[src/rtl/uart_tx_fifo_if.sv]
// Word stream into the UART transmitter: the source drives data/valid, the transmitter answers with ready.
// A word moves on any rising edge where in_valid and in_ready are both high; in_valid may rise without waiting for in_ready.
interface uart_tx_fifo_if #(
    parameter int DATA_BITS = 8
) ();
    logic [DATA_BITS-1:0] in_data;
    logic                 in_valid;
    logic                 in_ready;

    modport master (output in_data, output in_valid, input in_ready);
    modport slave  (input in_data, input in_valid, output in_ready);
endinterface

[src/rtl/uart_tx_fifo.sv]
// Buffered UART transmitter: FIFO_DEPTH-word input FIFO feeding an LSB-first serialiser
// with per-frame baud divider, parity mode and stop-bit count latched when a word is popped.
module uart_tx_fifo #(
    parameter  int DATA_BITS  = 8,
    parameter  int FIFO_DEPTH = 4,
    localparam int LW         = $clog2(FIFO_DEPTH + 1)
) (
    input  logic            clk_i,
    input  logic            rst_n_i,
    uart_tx_fifo_if.slave   in_if,
    input  logic [31:0]     baud_div_i,
    input  logic [1:0]      parity_i,
    input  logic            stop2_i,
    output logic            tx_o,
    output logic [LW-1:0]   fifo_level_o,
    output logic            busy_o,
    output logic [2:0]      state_o
);
    localparam int AW = $clog2(FIFO_DEPTH);
    localparam int BW = $clog2(DATA_BITS);

    typedef enum logic [2:0] {
        S_IDLE   = 3'd0,
        S_START  = 3'd1,
        S_DATA   = 3'd2,
        S_PARITY = 3'd3,
        S_STOP   = 3'd4
    } state_t;

    state_t state_q, state_d;

    logic [DATA_BITS-1:0] mem_q [FIFO_DEPTH];
    logic [AW-1:0]        wr_ptr_q, rd_ptr_q;
    logic [LW-1:0]        level_q;
    logic [DATA_BITS-1:0] head;
    logic                 push, pop;

    logic [DATA_BITS-1:0] shreg_q;
    logic [31:0]          div_q, cnt_q;
    logic                 par_en_q, par_bit_q, stop2_q;
    logic [BW-1:0]        bit_idx_q;
    logic                 stop_idx_q;
    logic                 period_end;
    logic                 tx_d, busy_d;

    // in_ready depends only on the registered level, so a full FIFO never overwrites.
    assign in_if.in_ready = (level_q != LW'(FIFO_DEPTH));
    assign push           = in_if.in_valid & in_if.in_ready;
    assign pop            = (state_q == S_IDLE) && (level_q != '0);
    assign head           = mem_q[rd_ptr_q];
    assign period_end     = (cnt_q == div_q);
    assign fifo_level_o   = level_q;
    assign state_o        = state_q;

    always_ff @(posedge clk_i) begin
        if (push) mem_q[wr_ptr_q] <= in_if.in_data;
    end

    always_ff @(posedge clk_i or negedge rst_n_i) begin
        if (!rst_n_i) begin
            wr_ptr_q <= '0;
            rd_ptr_q <= '0;
            level_q  <= '0;
        end else begin
            if (push) wr_ptr_q <= wr_ptr_q + AW'(1);
            if (pop)  rd_ptr_q <= rd_ptr_q + AW'(1);
            case ({push, pop})
                2'b10:   level_q <= level_q + LW'(1);
                2'b01:   level_q <= level_q - LW'(1);
                default: level_q <= level_q;
            endcase
        end
    end

    always_ff @(posedge clk_i or negedge rst_n_i) begin
        if (!rst_n_i) state_q <= S_IDLE;
        else          state_q <= state_d;
    end

    always_comb begin
        state_d = state_q;
        case (state_q)
            S_IDLE:   if (level_q != '0) state_d = S_START;
            S_START:  if (period_end) state_d = S_DATA;
            S_DATA:   if (period_end && bit_idx_q == BW'(DATA_BITS - 1))
                          state_d = par_en_q ? S_PARITY : S_STOP;
            S_PARITY: if (period_end) state_d = S_STOP;
            S_STOP:   if (period_end && stop_idx_q == stop2_q) state_d = S_IDLE;
            default:  state_d = S_IDLE;
        endcase
    end

    always_comb begin
        tx_d   = 1'b1;
        busy_d = 1'b1;
        case (state_q)
            S_IDLE:   busy_d = 1'b0;
            S_START:  tx_d   = 1'b0;
            S_DATA:   tx_d   = shreg_q[0];
            S_PARITY: tx_d   = par_bit_q;
            default:  tx_d   = 1'b1;
        endcase
    end

    assign busy_o = busy_d;

    // Frame config is captured at pop so mid-frame input changes only affect the next word.
    always_ff @(posedge clk_i or negedge rst_n_i) begin
        if (!rst_n_i) begin
            shreg_q    <= '0;
            div_q      <= '0;
            cnt_q      <= '0;
            par_en_q   <= 1'b0;
            par_bit_q  <= 1'b0;
            stop2_q    <= 1'b0;
            bit_idx_q  <= '0;
            stop_idx_q <= 1'b0;
            tx_o       <= 1'b1;
        end else begin
            tx_o <= tx_d;
            if (pop) begin
                shreg_q   <= head;
                div_q     <= baud_div_i;
                par_en_q  <= (parity_i == 2'b01) || (parity_i == 2'b10);
                par_bit_q <= (parity_i == 2'b01) ? ~(^head) : (^head);
                stop2_q   <= stop2_i;
            end
            // Bit timer restarts on every state entry and at each period end.
            if (state_q == S_IDLE || state_d != state_q || period_end) cnt_q <= '0;
            else                                                        cnt_q <= cnt_q + 32'd1;
            if (state_q == S_START) bit_idx_q <= '0;
            if (state_q == S_DATA && period_end) begin
                shreg_q   <= {1'b0, shreg_q[DATA_BITS-1:1]};
                bit_idx_q <= bit_idx_q + BW'(1);
            end
            if (state_q != S_STOP)    stop_idx_q <= 1'b0;
            else if (period_end)      stop_idx_q <= 1'b1;
        end
    end
endmodule

[src/flat_wrapper.sv]
// flat-port wrapper written by rule: the top's interface ports become plain ports
module uart_tx_fifo_flat 
#(
    parameter  int DATA_BITS  = 8,
    parameter  int FIFO_DEPTH = 4,
    localparam int LW         = $clog2(FIFO_DEPTH + 1)
)
  (clk_i, rst_n_i, baud_div_i, parity_i, stop2_i, tx_o, fifo_level_o, busy_o, state_o, in_if_in_data, in_if_in_valid, in_if_in_ready);
  uart_tx_fifo_if #(.DATA_BITS(DATA_BITS)) in_if_i ();
  input  logic clk_i;
  input  logic rst_n_i;
  input  logic [31:0] baud_div_i;
  input  logic [1:0] parity_i;
  input  logic stop2_i;
  output logic tx_o;
  output logic [LW-1:0] fifo_level_o;
  output logic busy_o;
  output logic [2:0] state_o;
  input wire logic [$bits(in_if_i.in_data)-1:0] in_if_in_data;
  input wire logic [$bits(in_if_i.in_valid)-1:0] in_if_in_valid;
  output wire logic [$bits(in_if_i.in_ready)-1:0] in_if_in_ready;
  assign in_if_i.in_data = in_if_in_data;
  assign in_if_i.in_valid = in_if_in_valid;
  assign in_if_in_ready = in_if_i.in_ready;
  uart_tx_fifo #(.DATA_BITS(DATA_BITS), .FIFO_DEPTH(FIFO_DEPTH)) u_core (.clk_i(clk_i), .rst_n_i(rst_n_i), .in_if(in_if_i), .baud_div_i(baud_div_i), .parity_i(parity_i), .stop2_i(stop2_i), .tx_o(tx_o), .fifo_level_o(fifo_level_o), .busy_o(busy_o), .state_o(state_o));
endmodule
[config.mk]
export PLATFORM = sky130hd
export DESIGN_NAME = uart_tx_fifo_flat
export DESIGN_NICKNAME = d
export VERILOG_FILES = /design/src/rtl/uart_tx_fifo_if.sv /design/src/rtl/uart_tx_fifo.sv /design/src/flat_wrapper.sv
export SDC_FILE = /design/constraint.sdc
export NUM_CORES = 1
export LEC_CHECK = 0
export ABC_AREA = 1
export CORE_MARGIN = 3
export CORE_UTILIZATION = 58
export CTS_CLUSTER_DIAMETER = 120
export DETAILED_ROUTE_END_ITERATION = 6
export PLACE_DENSITY = 0.8
export SLEW_MARGIN = 0
export SYNTH_ARGS = -nofsm -noshare
export SYNTH_HDL_FRONTEND = slang
export SYNTH_SLANG_ARGS = --single-unit
[constraint.sdc]
create_clock -name clk_i -period 2.75 [get_ports clk_i]
set_input_delay 0.275 -clock clk_i [delete_from_list [all_inputs] [get_ports clk_i]]
set_output_delay 0.275 -clock clk_i [all_outputs]
set_load 0.03 [all_outputs]
== After elaboration in Yosys (flattened, before gate mapping) ==
Memory sizes are Yosys's and may differ from the RTL's.
Cells that the tools add are included.
Word-level totals
  flip-flop bits (word level): 90
  memory bits (writable): 32
  input port bits: 46
  output and inout bits: 9
  logic and storage cells: 70
  memories: 1
Memories
  u_core.mem_q: words 4, bits a word 8, read ports 1, clocked after Yosys merged registers in 0, wr ports 1, RTL line uart_tx_fifo.sv:32  | logic [DATA_BITS-1:0] mem_q [FIFO_DEPTH];
Cells by class
  $add $sub $neg: 6
  eq/ne operators: 14
  muxes and demuxes: 20
  bitwise operators: 2
  reductions and logical operators: 14
Operator list (number)
  32-bit by 1-bit adder with 32-bit output, second input constant: 1
  32-bit equality test: 1
  32-bit two-way mux: 1
  3-bit two-way mux: 8
  8-bit two-way mux: 2
  3-bit case mux with 5 select lines: 1
  2-bit nonzero test: 4
  8-bit XOR reduction: 1
  3-bit by 1-bit adder with 3-bit output, second input constant: 2
  3-bit by 2-bit equality test with 1-bit output, second input constant: 2
  3-bit equality test, second input constant: 2
  1-bit two-way mux: 6
  3-bit != test, second input constant: 2
  3-bit case mux with 2 select lines: 1
  2-bit by 1-bit adder with 2-bit output, second input constant: 2
  2-bit by 1-bit equality test with 1-bit output, second input constant: 2
  2-bit equality test, second input constant: 2
  1-bit logical AND: 4
  3-bit by 1-bit equality test with 1-bit output, second input constant: 1
  3-bit logical NOT: 1
  1-bit logical OR: 3
  3-bit != test: 1
  1-bit case mux with 3 select lines: 1
  3-bit nonzero test: 1
  4 further kinds: 4

== Logic depth before layout (Yosys ltp) ==
  depth in word-level cells: 8
  mapped depth: 15
  depth with buffers taken out: 14

== Least setup slack after synthesis ==
No wires, ideal clock.
  path kind: reg2reg
  start point: register u_core.state_q[1] (netlist: u_core.state_o[1])
  end point: register u_core.level_q[2] (netlist: u_core.fifo_level_o[2])
  library setup time: 0.131 ns
  arrival time: 2.423 ns
  required time: 2.619 ns
  slack: 0.196 ns
  cell stages (with the launch flop): 13
  buffers on the path: 1
  clock period less this slack: 2.554 ns
  cell sequence: dfrtp_1 > nor2_1 > inv_1 > nor2_1 > inv_2 > a31oi_4 > clkbuf_1 > ha_1 > inv_1 > fa_1 > a21oi_1 > o21ai_0 > xor2_1
Between the ends
  word-level cells in the longest chain between the ends: 4
  elaborated cells between the ends (all ways): 6
  those cells by class: 2 x eq/ne; 1 x mux; 3 x reduce/logical
RTL lines
  from (decl): RTL line uart_tx_fifo.sv:30  | state_t state_q, state_d;
  from (signal assigned): RTL line uart_tx_fifo.sv:77  | else state_q <= state_d;
  3-bit logical NOT *: RTL line uart_tx_fifo.sv:49  | assign pop = (state_q == S_IDLE) && (level_q != '0);
  1-bit logical AND *: RTL line uart_tx_fifo.sv:49
  net u_core.pop: RTL line uart_tx_fifo.sv:36  | logic push, pop;
  2-bit by 1-bit equality test with 1-bit output / 2-bit equality test (equally long branches): RTL line uart_tx_fifo.sv:67  | case ({push, pop})
  3-bit case mux with 2 select lines / 2-bit nonzero test (equally long branches)
  to (signal assigned): RTL line uart_tx_fifo.sv:68  | 2'b10: level_q <= level_q + LW'(1);
  to (signal assigned): RTL line uart_tx_fifo.sv:69  | 2'b01: level_q <= level_q - LW'(1);
  to (signal assigned): RTL line uart_tx_fifo.sv:70  | default: level_q <= level_q;
  to (decl): RTL line uart_tx_fifo.sv:34  | logic [LW-1:0] level_q;
Mark *: on every way through the listed nets, which the timed path passes. The rest lies on a longest branch.
A chain may end at the register's enable or synchronous reset.

== Worst setup path after layout ==
  start point: register u_core.state_q[0] (netlist: u_core.state_o[0])
  end point: register u_core.rd_ptr_q[1]
Between the ends
  word-level cells in the longest chain between the ends: 2
RTL lines
  3-bit logical NOT: RTL line uart_tx_fifo.sv:49
  1-bit logical AND: RTL line uart_tx_fifo.sv:49
  to (signal assigned): RTL line uart_tx_fifo.sv:66  | if (pop) rd_ptr_q <= rd_ptr_q + AW'(1);
  to (decl): RTL line uart_tx_fifo.sv:33  | logic [AW-1:0] wr_ptr_q, rd_ptr_q;
Every way passes these cells.

==> run metrics <==
# H-tree levels=4; Max Cap Viol=0; fmax=417 MHz; Area after DPL=7010 um^2; NetSw=1.27 mW; WL/cell=15.2 um; CP arrival=2.84 ns; Hold Buf Count CTS=1; WP data required=3.19 ns; I/O Buffers=54; worst-path cell chain=nor2_1 > inv_1 > nor2_1 > inv_2 > a31oi_4 > buf_4 > inv_2 > nor2_1 > xor2_1; Slew HR=0.550; design area=7610 um^2; ys async rst share=0.738; Synth Area per Inst=8.27 um^2; row cnt=37; CTS sink cnt=122; clock skew=0.00895 ns; CP max FO=52; post-synthesis mux area share=0; Worst-path clk slew=0.06 ns; Layout Nets=886; FILL cells=798; Synth Area in Compound Gates=0.0212; setup violators final=0; pre-CTS setup slack=0.392 ns; Clock Path Buffers=2; CP Capture Type=register; Area Growth Syn to Fin=19.3%; first-pass GRT wire length=25,500 um; chip height=111 um; Crit-path slowest cell=buf_4; Cell Int Power=3.71 mW; Hold Crit Class=in -> async; Setup Crit Path Kind=reg -> reg; All-Layer GR Usage=0.259; worst skew pair latency=0.52 ns; Via density=5.23; Ports=55; Sw Ratio=0.255; power density cells=655 nW/um^2; Initial DRC Count=322; sequential element share of the synthesized area=0.504; Post-route DRC=0; total chip power=4.99 mW; Synth warnings=0; GRT Residual Overflow=0; Max VDD drop=0.000769 V; initial core utilization=0.607; Final Hold Vio Count=0; simple-gate portion of the synthesized area=0.317; count of pins over their slew limit=0; clock root buffer=clkbuf_8; Period minus WS final=2.40 ns; Synth Flop Type=dfrtp_1; Setup crit start kind=register; Post-Syn Instances=771; most used cell, CP=nor2_1; Core Box Area=10,500 um^2; initial antenna violation count=0; Post-synth EDFFs=32; layout cell share with drive strength beyond 1=0.0842; largest family of logic cells by synthesized area=simple AND/OR/NAND/NOR gates; Tcrit/Tclk final=0.873; Fin Setup TNS=0 ns; die footprint=12,300 um^2; Post-Syn Nets=827; Placer Congestion=0.922; Syn Std Cell Area=6380 um^2; routed vias=5,121; antenna cells=0; clock network fraction of total power=0.444; Die W=111 um; Logic pwr share=0.134; Detail Route Antenna Nets=0; Routed WL=14,900 um; Slew @ Worst Pin=0.674 ns; postcts setup bufs=0; Synth Area in XOR/XNOR=0.0728; synthesized flop and latch total=122; 1st-pass router iterations=5; TritonCTS clock tree=yes; Unique masters post-synth=41; setup ws final=0.350 ns; placed wire-length estimate=10,700 um; post_cts resized=0; Synth Area in Adders=0.0208; Lkg Pwr=3.40 nW; status=finished, final reports clean; total clock buffers created by CTS=17; largest net degree at the start of global routing=53; RSZ-0062 raised after global routing=no; biggest cell delay along the critical path=0.49 ns; vias in the first global route=5,443; sequential power share=0.422
-- cell usage after synthesis, types with 2 or more instances --
library cell  number  share of area
nor3_1            21          0.016
nand3_1           53          0.042
o21ai_0           14          0.011
xnor2_1           29          0.040
clkbuf_1           7         0.0041
nand2_4            2         0.0035
dfrtp_1           89           0.35
nand4_1            4         0.0039
xor2_1            24          0.033
buf_2              5         0.0039
nand2_1          302           0.18
a21oi_1            3         0.0024
nand3_2            2         0.0031
buf_6              5         0.0088
inv_2              7         0.0041
inv_1             62          0.036
nor2_2            12          0.012
ha_1               9          0.018
nor4_1             7         0.0069
edfxtp_1          32           0.15
nor2_4             4         0.0071
buf_4              2         0.0024
nor2_1            58          0.034
-- kinds of logic after synthesis --
logic type | count (synthesis)
flops | 122
fa+ha+maj | 10
simple gates | 472
compound gates | 22
buf+inv | 92
xor+xnor | 53
-- final cells by class --
class	instances	area, um^2	share of cell area
Tap cell	136	170	0.0224
Timing Repair Buffer	62	613	0.0806
Sequential cell	122	3210	0.422
Clock buffer	20	445	0.0585
Multi-Input combinational cell	557	2750	0.362
Inverter	70	265	0.0349
Clock inverter	12	148	0.0194
-- through the flow --
step / utilization / hold WS [ns] / cells
after global routing: 0.724 / 0.288 / 979
after floorplan: - / -0.0206 / 771
after CTS: 0.724 / 0.279 / 979
final: 0.724 / 0.284 / 979
after detailed placement: 0.667 / 0.291 / 946
after global placement: 0.667 / 0.278 / 946
-- worst paths after layout --
path / startpoint / to / slack, ns / depth (start not counted)
setup / recovery: u_core.state_o[0]$_DFF_PN0_ / u_core.rd_ptr_q[1]$_DFFE_PN0P_ / 0.35 / 9
hold / removal: rst_n_i / u_core.cnt_q[19]$_DFF_PN0_ / 0.28 / 2
setup reg to reg: u_core.state_o[0]$_DFF_PN0_ / u_core.rd_ptr_q[1]$_DFFE_PN0P_ / 0.35 / 9
hold reg to reg: u_core.div_q[7]$_DFFE_PN0P_ / u_core.div_q[7]$_DFFE_PN0P_ / 0.49 / 2
max in group asynchronous: rst_n_i / u_core.div_q[20]$_DFFE_PN0P_ / 1.80 / 3
min in group clk_i: baud_div_i[2] / u_core.div_q[2]$_DFFE_PN0P_ / 0.29 / 3
-- power groups by stage --
stage	sequential, mW	clock [mW]	combinational, mW
after global routing	2.12	2.35	0.754
after detailed placement	2.14	0	0.671
final	2.11	2.21	0.670
after global placement	2.13	0	0.636
after floorplan	2.16	0	0.339
after CTS	2.11	2.24	0.680
-- state kept, by name (all words and copies together) (netlist names) --
name	cells
u_core.cnt_q	32
u_core.div_q	32
u_core.mem_q	32
u_core.shreg_q	8
u_core.bit_idx_q	3
u_core.fifo_level_o	3
u_core.state_o	3
u_core.rd_ptr_q	2
u_core.wr_ptr_q	2
u_core.par_bit_q	1
u_core.par_en_q	1
u_core.stop2_q	1
u_core.stop_idx_q	1
u_core.tx_o	1
-- worst max-delay path, delay by kind of cell (launching register included) --
| kind | cells | cell delay, ns |
|---|---|---|
| DFF | 1 | 0.40 |
| and+or+nand+nor | 3 | 0.53 |
| buffers and inverters | 4 | 1.06 |
| xor gates and xnor gates | 1 | 0.16 |
| AOI/OAI and AO/OA | 1 | 0.14 |
-- routing by layer --
layer,part of all wire,wire length [um],track usage,vias to the layer above
met2,0.54,7990,0.477,123
met1,0.40,5960,0.289,2430
met5,0,0,0,-
met3,0.042,625,0.0611,27
met4,0.021,308,0.0985,0
li1,-,-,-,2541
-- cell usage in the layout, fill, tap and decap left out, types with 2 or more instances in the layout --
cell / n
a21oi_1: 3
buf_4: 7
bufinv_16: 3
clkbuf_16: 16
clkbuf_8: 3
clkdlybuf4s50_1: 53
clkinv_1: 3
clkinv_4: 3
clkinvlp_4: 2
dfrtp_1: 89
edfxtp_1: 32
ha_1: 9
inv_1: 62
inv_2: 7
nand2_1: 302
nand2_4: 2
nand3_1: 53
nand3_2: 2
nand4_1: 4
nor2_1: 58
nor2_2: 12
nor2_4: 4
nor3_1: 21
nor4_1: 7
o21ai_0: 14
xnor2_1: 29
xor2_1: 24
Note: power is estimated with default switching activity, not from simulation.
